--- config.mk ---
export PLATFORM = sky130hd
export DESIGN_NAME = transmitter
export DESIGN_NICKNAME = d
export VERILOG_FILES = /design/src/rtl/transmitter.sv
export SDC_FILE = /design/constraint.sdc
export NUM_CORES = 1
export LEC_CHECK = 0
export BUFFER_PORTS_ARGS = -buffer_cell sky130_fd_sc_hd__buf_4
export CAP_MARGIN = 10
export CORE_AREA = 2 2 48 50
export DETAILED_ROUTE_END_ITERATION = 7
export DIE_AREA = 0 0 50 52
export GPL_ROUTABILITY_DRIVEN = 0
export PLACE_DENSITY = 0.74
export SYNTH_ARGS = -nofsm -noshare
export SYNTH_HDL_FRONTEND = slang
export SYNTH_SLANG_ARGS = --single-unit
export TNS_END_PERCENT = 10
--- constraint.sdc ---
create_clock -name clk -period 1.7 [get_ports clk]
set_input_delay 0.34 -clock clk [delete_from_list [all_inputs] [get_ports clk]]
set_output_delay 0.34 -clock clk [all_outputs]
set_load 0.01 [all_outputs]
--- src/rtl/transmitter.sv ---
// UART 8N1 transmit engine: valid/ready byte intake into a one-deep holding
// register, serialized LSB first with one start (0) and one stop (1) bit.
module transmitter #(
    parameter int unsigned CLKS_PER_BIT = 1
) (
    input  logic       clk,
    input  logic       rst,
    input  logic [7:0] txData,
    input  logic       txValid,
    output logic       txReady,
    output logic       transmitterOutput,
    output logic       busy,
    output logic       done
);

    localparam int unsigned TIMER_W = (CLKS_PER_BIT > 1) ? $clog2(CLKS_PER_BIT) : 1;
    localparam logic [TIMER_W-1:0] TIMER_LAST = TIMER_W'(CLKS_PER_BIT - 1);

    typedef enum logic [1:0] {
        IDLE,
        START,
        SEND,
        STOP
    } state_e;

    state_e             state_q, state_d;
    logic [TIMER_W-1:0] timer_q, timer_d;
    logic [2:0]         bit_idx_q, bit_idx_d;
    logic [7:0]         shift_q, shift_d;
    logic [7:0]         hold_q, hold_d;
    logic               hold_full_q, hold_full_d;

    logic bit_end;
    logic load;
    logic accept;

    assign bit_end = (timer_q == TIMER_LAST);
    assign txReady = !hold_full_q;
    assign accept  = txValid && !hold_full_q;

    always_comb begin
        state_d     = state_q;
        timer_d     = timer_q;
        bit_idx_d   = bit_idx_q;
        shift_d     = shift_q;
        hold_d      = hold_q;
        hold_full_d = hold_full_q;
        load        = 1'b0;

        if (state_q == IDLE || bit_end) begin
            timer_d = '0;
        end else begin
            timer_d = timer_q + TIMER_W'(1);
        end

        case (state_q)
            IDLE: begin
                load = hold_full_q;
            end
            START: begin
                if (bit_end) begin
                    state_d   = SEND;
                    bit_idx_d = '0;
                end
            end
            SEND: begin
                if (bit_end) begin
                    shift_d   = shift_q >> 1;
                    bit_idx_d = bit_idx_q + 3'd1;
                    if (bit_idx_q == 3'd7) begin
                        state_d = STOP;
                    end
                end
            end
            STOP: begin
                // A pending byte follows the stop bit with no idle gap.
                if (bit_end) begin
                    if (hold_full_q) begin
                        load = 1'b1;
                    end else begin
                        state_d = IDLE;
                    end
                end
            end
            default: begin
                state_d = IDLE;
            end
        endcase

        if (load) begin
            shift_d     = hold_q;
            hold_full_d = 1'b0;
            state_d     = START;
        end

        // Accept and load are mutually exclusive: load needs hold_full_q, accept needs it clear.
        if (accept) begin
            hold_d      = txData;
            hold_full_d = 1'b1;
        end
    end

    always_ff @(posedge clk) begin
        if (rst) begin
            state_q     <= IDLE;
            timer_q     <= '0;
            bit_idx_q   <= '0;
            shift_q     <= '0;
            hold_q      <= '0;
            hold_full_q <= 1'b0;
        end else begin
            state_q     <= state_d;
            timer_q     <= timer_d;
            bit_idx_q   <= bit_idx_d;
            shift_q     <= shift_d;
            hold_q      <= hold_d;
            hold_full_q <= hold_full_d;
        end
    end

    always_comb begin
        transmitterOutput = 1'b1;
        case (state_q)
            START:   transmitterOutput = 1'b0;
            SEND:    transmitterOutput = shift_q[0];
            default: transmitterOutput = 1'b1;
        endcase
    end

    assign busy = (state_q != IDLE);
    assign done = (state_q == STOP) && bit_end;

endmodule

==> results of run 1 <==
## power groups by stage
stage                     clock network (mW)  logic, mW  registers, mW
after global placement                     0      0.612          0.712
after CTS                              0.253      0.680          0.704
after detailed placement                   0      0.633          0.712
after global routing                   0.277      0.863          0.722
after floorplan                            0      0.451          0.706
final                                  0.243      0.798          0.708
## routing by layer
metal / GRT usage [%] / vias up
li1: - / 421
met1: 19.4 / 384
met2: 28.5 / 12
met3: 2.59 / 5
met4: 6.94 / 0
met5: 0 / -
## state kept, by name, summed over array words and instances, names as in the netlist
register and flops:
bit_idx_q 3, hold_full_q 1, hold_q 8, shift_q 8, state_q 2, timer_q 1
## through the flow
step           setup TNS [ns]  std cells
6_report              -0.0221        159
5_1_grt                -0.156        159
4_1_cts                -0.226        158
3_5_place_dp           -0.950        153
3_3_place_gp           -0.419        153
2_1_floorplan               0        110
## final timing paths
path	startpoint	endpoint	slack [ns]
max reg2reg	state_q[0]	state_q[0]	0.02
min reg2reg	hold_q[7]	shift_q[7]	0.49
max	state_q[0]	transmitterOutput	-0.02
min	txData[5]	hold_q[5]	0.25
## layout make-up
cell class | instances | area, um2 | share of cell area [%]
Clock buffer | 3 | 22.5 | 1.64
Clock inverter | 1 | 5.00 | 0.364
Inverter | 7 | 28.8 | 2.09
Multi-Input combinational cell | 75 | 637 | 46.4
Sequential cell | 23 | 464 | 33.8
Tap cell | 28 | 35.0 | 2.55
Timing Repair Buffer | 22 | 181 | 13.2
## what timing repair did
action	CTS	global route
setup buffers	1	1
pin swaps	1	1
setup endpoints to repair	14	9
gates resized for setup	8	15
cloned	0	0
## worst max-delay path: stages (launching register included)
cell and delay [ns]:
dfxtp_2 0.35, inv_2 0.05, ha_4 0.15, buf_6 0.11, inv_4 0.05, mux2i_2 0.22
buf_4 0.15
## cells in the final DEF (no fill, tap or decap), drive strengths merged
| cell type | synthesis | layout |
|---|---|---|
| nor2 | 24 | 24 |
| dfxtp | 23 | 23 |
| buf | 3 | 22 |
| mux2i | 17 | 17 |
| a211oi | 8 | 8 |
| inv | 7 | 7 |
| ha | 7 | 7 |
| nor2b | 5 | 5 |
| clkbuf | 2 | 3 |
| a22oi | 2 | 2 |
| o21ai | 1 | 1 |
| a21oi | 1 | 1 |
| o21bai | 1 | 1 |
| nand2b | 1 | 1 |
| o21a | 1 | 1 |
| a21o | 1 | 1 |
| a2111oi | 1 | 1 |
| a221o | 1 | 1 |
| o211a | 1 | 1 |
| a311oi | 1 | 1 |
| nor3 | 1 | 1 |
| clkinv | 0 | 1 |
| conb | 1 | 1 |
## cells by family (layout without fill, tap and decap cells)
group	after synthesis	count (layout)	share of synthesized area, %
buf+inv	12	33	4.98
fa+ha+maj	7	7	8.11
simple gates	31	31	13.0
flops	23	23	42.6
other cells	1	1	0.347
mux	17	17	15.8
compound gates	19	19	15.2
==> flow_metrics.py, run 1 <==
metrics = {
    "synthesis": {
        "synth_most_common_cell": "nor2_1",
        "synth_nets": 128,
        "synth_cell_types": 23,
        "yosys_warnings": 0,
        "postSynthAreaPerCell_um2": 9.82,
        "synth_cells": 110,
        "synth_area_leader_cell": "dfxtp_1",
        "synthesis.area_um2": 1080,
        "synthTopCellsByArea": "dfxtp_1 (43%), mux2i_1 (16%), nor2_1 (8.3%)",
        "ys_seq_elements": 23,
        "ys_async_sr_fraction_pct": 0,
        "ys.flop_type": "dfxtp_1",
        "yosysSeqAreaShare_pct": 42.6,
        "yosysTopAreaCellShare_pct": 42.6,
        "synth_common_cells": "nor2_1 (24), dfxtp_1 (23), mux2i_1 (17)",
        "synth_edf_count": 0,
    },
    "power": {
        "leakage_nw": 0.597,
        "ir_drop_mv": 0.762,
        "swShare_pct": 34.2,
        "switchingPower_uw": 599,
        "power.density_nw_per_um2": 1270,
        "p_int_mw": 1.15,
        "p_clk_share_pct": 13.9,
        "seq_power_share_pct": 40.5,
        "power_mw": 1.75,
        "power_frac_comb_pct": 45.6,
    },
    "drt": {
        "vias": 822,
        "dr_wl_met3_um": 50,
        "drt_wl_total_um": 1950,
        "drc": 0,
        "drtIter0Drc": 6,
        "ant_nets": 0,
        "top_layer": "met4",
        "wl_met1_um": 901,
        "dr_wl_met2_um": 966,
        "first_pass_iters": 4,
        "avgRoutedWirePerCell_um": 12.3,
        "vias_per_cell": 5.17,
    },
    "cts": {
        "cts.clk_slew.worst_paths_ns": 0.13,
        "postCtsHoldBufs": 0,
        "clock-sinks": 23,
        "cts_buffers": 3,
        "clk_latency_ns": 0.31,
        "htree_levels": 1,
        "cts_root_buf": "clkbuf_4",
        "cts_max_path_buffers": 2,
        "cts_tree": "yes",
    },
    "die": {
        "core-area_um2": 2110,
        "start_util_pct": 51.3,
        "die_h_um": 52,
        "dieWidth_um": 50,
        "placementRows": 17,
        "dieArea_um2": 2600,
        "ios": 15,
    },
    "placement": {
        "dp.final_hpwl_um": 1370,
        "place_ws_ns": -0.159,
        "place_area_um2": 1240,
        "port_buffers": 14,
    },
    "global_route": {
        "grt_pass1_wl_um": 3180,
        "first_global_vias": 739,
        "grt.total_usage_pct": 16.2,
        "grt_max_degree": 23,
        "grt-ovfl-total": 0,
        "antenna_found_initial": 0,
    },
    "outcome": {
        "failed_checks": "negative setup slack",
        "status": "finished with violations",
    },
    "setup_path": {
        "cp_data_arrival_time_ns": 1.38,
        "crit_path_max_fanout": 2,
        "crit_type": "reg2out",
        "rr_worst_depth": 7,
        "end_kind": "output port",
        "worstSetupStartpointType": "register",
        "required_ns": 1.36,
    },
    "sta": {
        "setup_ws_ns": -0.0221,
        "hold_ws_ns": 0.254,
        "fin_skew_ns": 0.0111,
        "min_period_ns": 1.72,
        "clock.fmax_mhz": 581,
        "hold_viol": 0,
        "slew_violations": 0,
        "finalSetupViolations": 1,
        "tightest_slew_ns": 0.579,
        "slew_headroom_pct": 61.2,
        "rsz0062_at_grt": "yes",
        "period_share_pct": 101,
    },
    "hold_path": {
        "hold_class": "in2reg",
        "min_path_cells": 3,
    },
    "finish": {
        "synthToLayoutAreaGrowth_pct": 27.2,
        "diodes": 0,
        "fillers": 178,
        "fin_nets": 150,
        "layout-drive-gt1-share_pct": 34.4,
        "stdcell_area_um2": 1370,
        "post-route-util_pct": 65.2,
    },
    "job": {
        "drv_cap": 0,
    },
}
Note: power is estimated with default switching activity, not from simulation.
==> inputs of run 2 (changes only) <==
--- a/config.mk
+++ b/config.mk
@@ -12,6 +12,7 @@
 export DIE_AREA = 0 0 50 52
 export GPL_ROUTABILITY_DRIVEN = 0
 export PLACE_DENSITY = 0.74
+export SETUP_SLACK_MARGIN = 0.05
 export SYNTH_ARGS = -nofsm -noshare
 export SYNTH_HDL_FRONTEND = slang
 export SYNTH_SLANG_ARGS = --single-unit
==> constraint.sdc (replaced) <==
create_clock -name clk -period 1.65 [get_ports clk]
set_input_delay 0.33 -clock clk [delete_from_list [all_inputs] [get_ports clk]]
set_output_delay 0.33 -clock clk [all_outputs]
set_load 0.01 [all_outputs]
==> run 2 against run 1 <==
Largest cell class unchanged. Global-route usage is 1.5 points higher. The flow still finishes with violations (negative setup slack). Design area increased by 2.0%. Clock skew fell by 0.0014 ns. Sequential power up 3.7%. Die area unchanged. Via count decreased by 0.61%. Non-clock buffer count increased by 2. Sequential share of layout area shrank 0.48 points. Core utilization is 1.3 points higher. Largest power group unchanged. Critical path depth fell by 1. Wire length rose by 1.8%.
==> flow_metrics.py, run 2 (synthesis gave the netlist of run 1 again) <==
metrics = {
    "power": {
        "power_mw": 1.83,
        "swShare_pct": 34.2,
        "leakage_nw": 0.608,
        "p_int_mw": 1.20,
        "ir_drop_mv": 0.779,
        "power.density_nw_per_um2": 1310,
        "switchingPower_uw": 625,
        "seq_power_share_pct": 40.2,
        "p_clk_share_pct": 13.8,
        "power_frac_comb_pct": 46.1,
    },
    "die": {
        "ios": 15,
        "core-area_um2": 2110,
        "dieWidth_um": 50,
        "die_h_um": 52,
        "dieArea_um2": 2600,
        "start_util_pct": 51.3,
        "placementRows": 17,
    },
    "sta": {
        "tns_ns": -0.0229,
        "hold_viol": 0,
        "period_share_pct": 101,
        "tightest_slew_ns": 0.573,
        "fin_skew_ns": 0.00972,
        "finalSetupViolations": 1,
        "setup_ws_ns": -0.0229,
        "slew_headroom_pct": 61.6,
        "slew_violations": 0,
        "min_period_ns": 1.67,
        "clock.fmax_mhz": 598,
        "rsz0062_at_grt": "yes",
    },
    "setup_path": {
        "cp_cell_sequence": "ha_4 -> buf_6 -> inv_4 -> mux2i_1 -> buf_4",
        "r2r_start": "state_q[1]",
        "critical_path.slowest_cell": "dfxtp_4",
        "cp-startpoint": "state_q[1]",
        "worstSetupStartpointType": "register",
        "cp_data_arrival_time_ns": 1.34,
        "crit_path_max_fanout": 3,
        "required_ns": 1.32,
        "slowest_delay_ns": 0.38,
        "crit_type": "reg2out",
        "end_kind": "output port",
    },
    "cts": {
        "cts_tree": "yes",
        "cts_root_buf": "clkbuf_4",
        "clk_latency_ns": 0.31,
        "clock-sinks": 23,
        "cts_max_path_buffers": 2,
        "cts_buffers": 3,
        "postCtsHoldBufs": 0,
        "cts.clk_slew.worst_paths_ns": 0.12,
        "htree_levels": 1,
    },
    "global_route": {
        "antenna_found_initial": 0,
        "use_met2_pct": 30.7,
        "grt-ovfl-total": 0,
        "grt.total_usage_pct": 17.7,
        "busiest_layer": "met2",
        "grt_max_degree": 23,
        "first_global_vias": 755,
        "grt_pass1_wl_um": 3390,
        "met1_usage_pct": 21.3,
        "grtUsageMet3_pct": 2.59,
    },
    "finish": {
        "post-route-util_pct": 66.5,
        "layout_commonest_cell": "nor2_1",
        "fin_cells": 161,
        "layout-drive-gt1-share_pct": 33.8,
        "fin_nets": 152,
        "largestRegisters": "hold_q: 8 flops, shift_q: 8 flops, bit_idx_q: 3 flops",
        "final_cell_mix": "nor2_1 (24), dfxtp_1 (20), buf_4 (20), mux2i_1 (17), a211oi_1 (7)",
        "diodes": 0,
        "synthToLayoutAreaGrowth_pct": 29.8,
    },
    "outcome": {
        "failed_checks": "negative setup slack",
        "status": "finished with violations",
    },
    "drt": {
        "avgRoutedWirePerCell_um": 12.3,
        "vias_per_cell": 5.07,
        "drtIter0Drc": 0,
        "vias": 817,
        "ant_nets": 0,
        "drc": 0,
        "drt_wl_total_um": 1990,
        "first_pass_iters": 1,
    },
    "hold_path": {
        "min-delay-start": "txData[6]",
        "hold_class": "in2reg",
    },
    "job": {
        "drv_cap": 0,
    },
    "placement": {
        "placed_cells": 153,
        "dp.final_hpwl_um": 1340,
        "port_buffers": 14,
    },
}
==> run 2: cell type report <==
class,instances,area [um2]
Multi-Input combinational cell,75,638
Tap cell,28,35.0
Fill cell,163,704
Timing Repair Buffer,24,204
Inverter,7,31.3
Sequential cell,23,467
Clock buffer,4,26.3
==> run 2: worst paths after layout <==
check	slack (ns)	depth (start not counted)	end
max	-0.02	5	transmitterOutput
min	0.24	3	hold_q[6]
max reg2reg	0.03	6	state_q[0]
min reg2reg	0.51	2	hold_q[7]
==> run 2: power by group through the flow <==
stage	combinational, mW	sequential, mW	clock (mW)
final	0.843	0.734	0.252
after global routing	0.926	0.749	0.291
after CTS	0.802	0.731	0.260
after detailed placement	0.653	0.734	0
after global placement	0.631	0.733	0
after floorplan	0.465	0.727	0
==> run 2: worst max-delay path: cells and delay by family, from the launching register on <==
kind	cells	cell delay, ns
adder cells (fa/ha/maj)	1	0.16
buffers and inverters	3	0.30
flip-flops	1	0.38
multiplexers	1	0.18
==> run 2: per-layer routing <==
metal	vias up	wire length, um
li1	423	-
met1	379	897
met2	11	1030
met3	4	37
met4	0	24
met5	-	0
==> run 2: repair_timing <==
action | 4_1_cts | 5_1_grt
resized for setup | 18 | 8
hold endpoints to repair | 0 | 0
buffers inserted | 4 | 0
setup endpoints to repair | 17 | 13
cloned | 0 | 0
pin swaps | 5 | 3
==> run 2: through the flow <==
step | setup slack [ns] | hold WS, ns | cell area [um2]
after floorplan | 0.124 | 0.398 | 1080
after global placement | -0.140 | 0.473 | 1240
after detailed placement | -0.238 | 0.483 | 1240
after CTS | -0.0400 | 0.240 | 1370
after global routing | -0.102 | 0.242 | 1400
final | -0.0229 | 0.242 | 1400
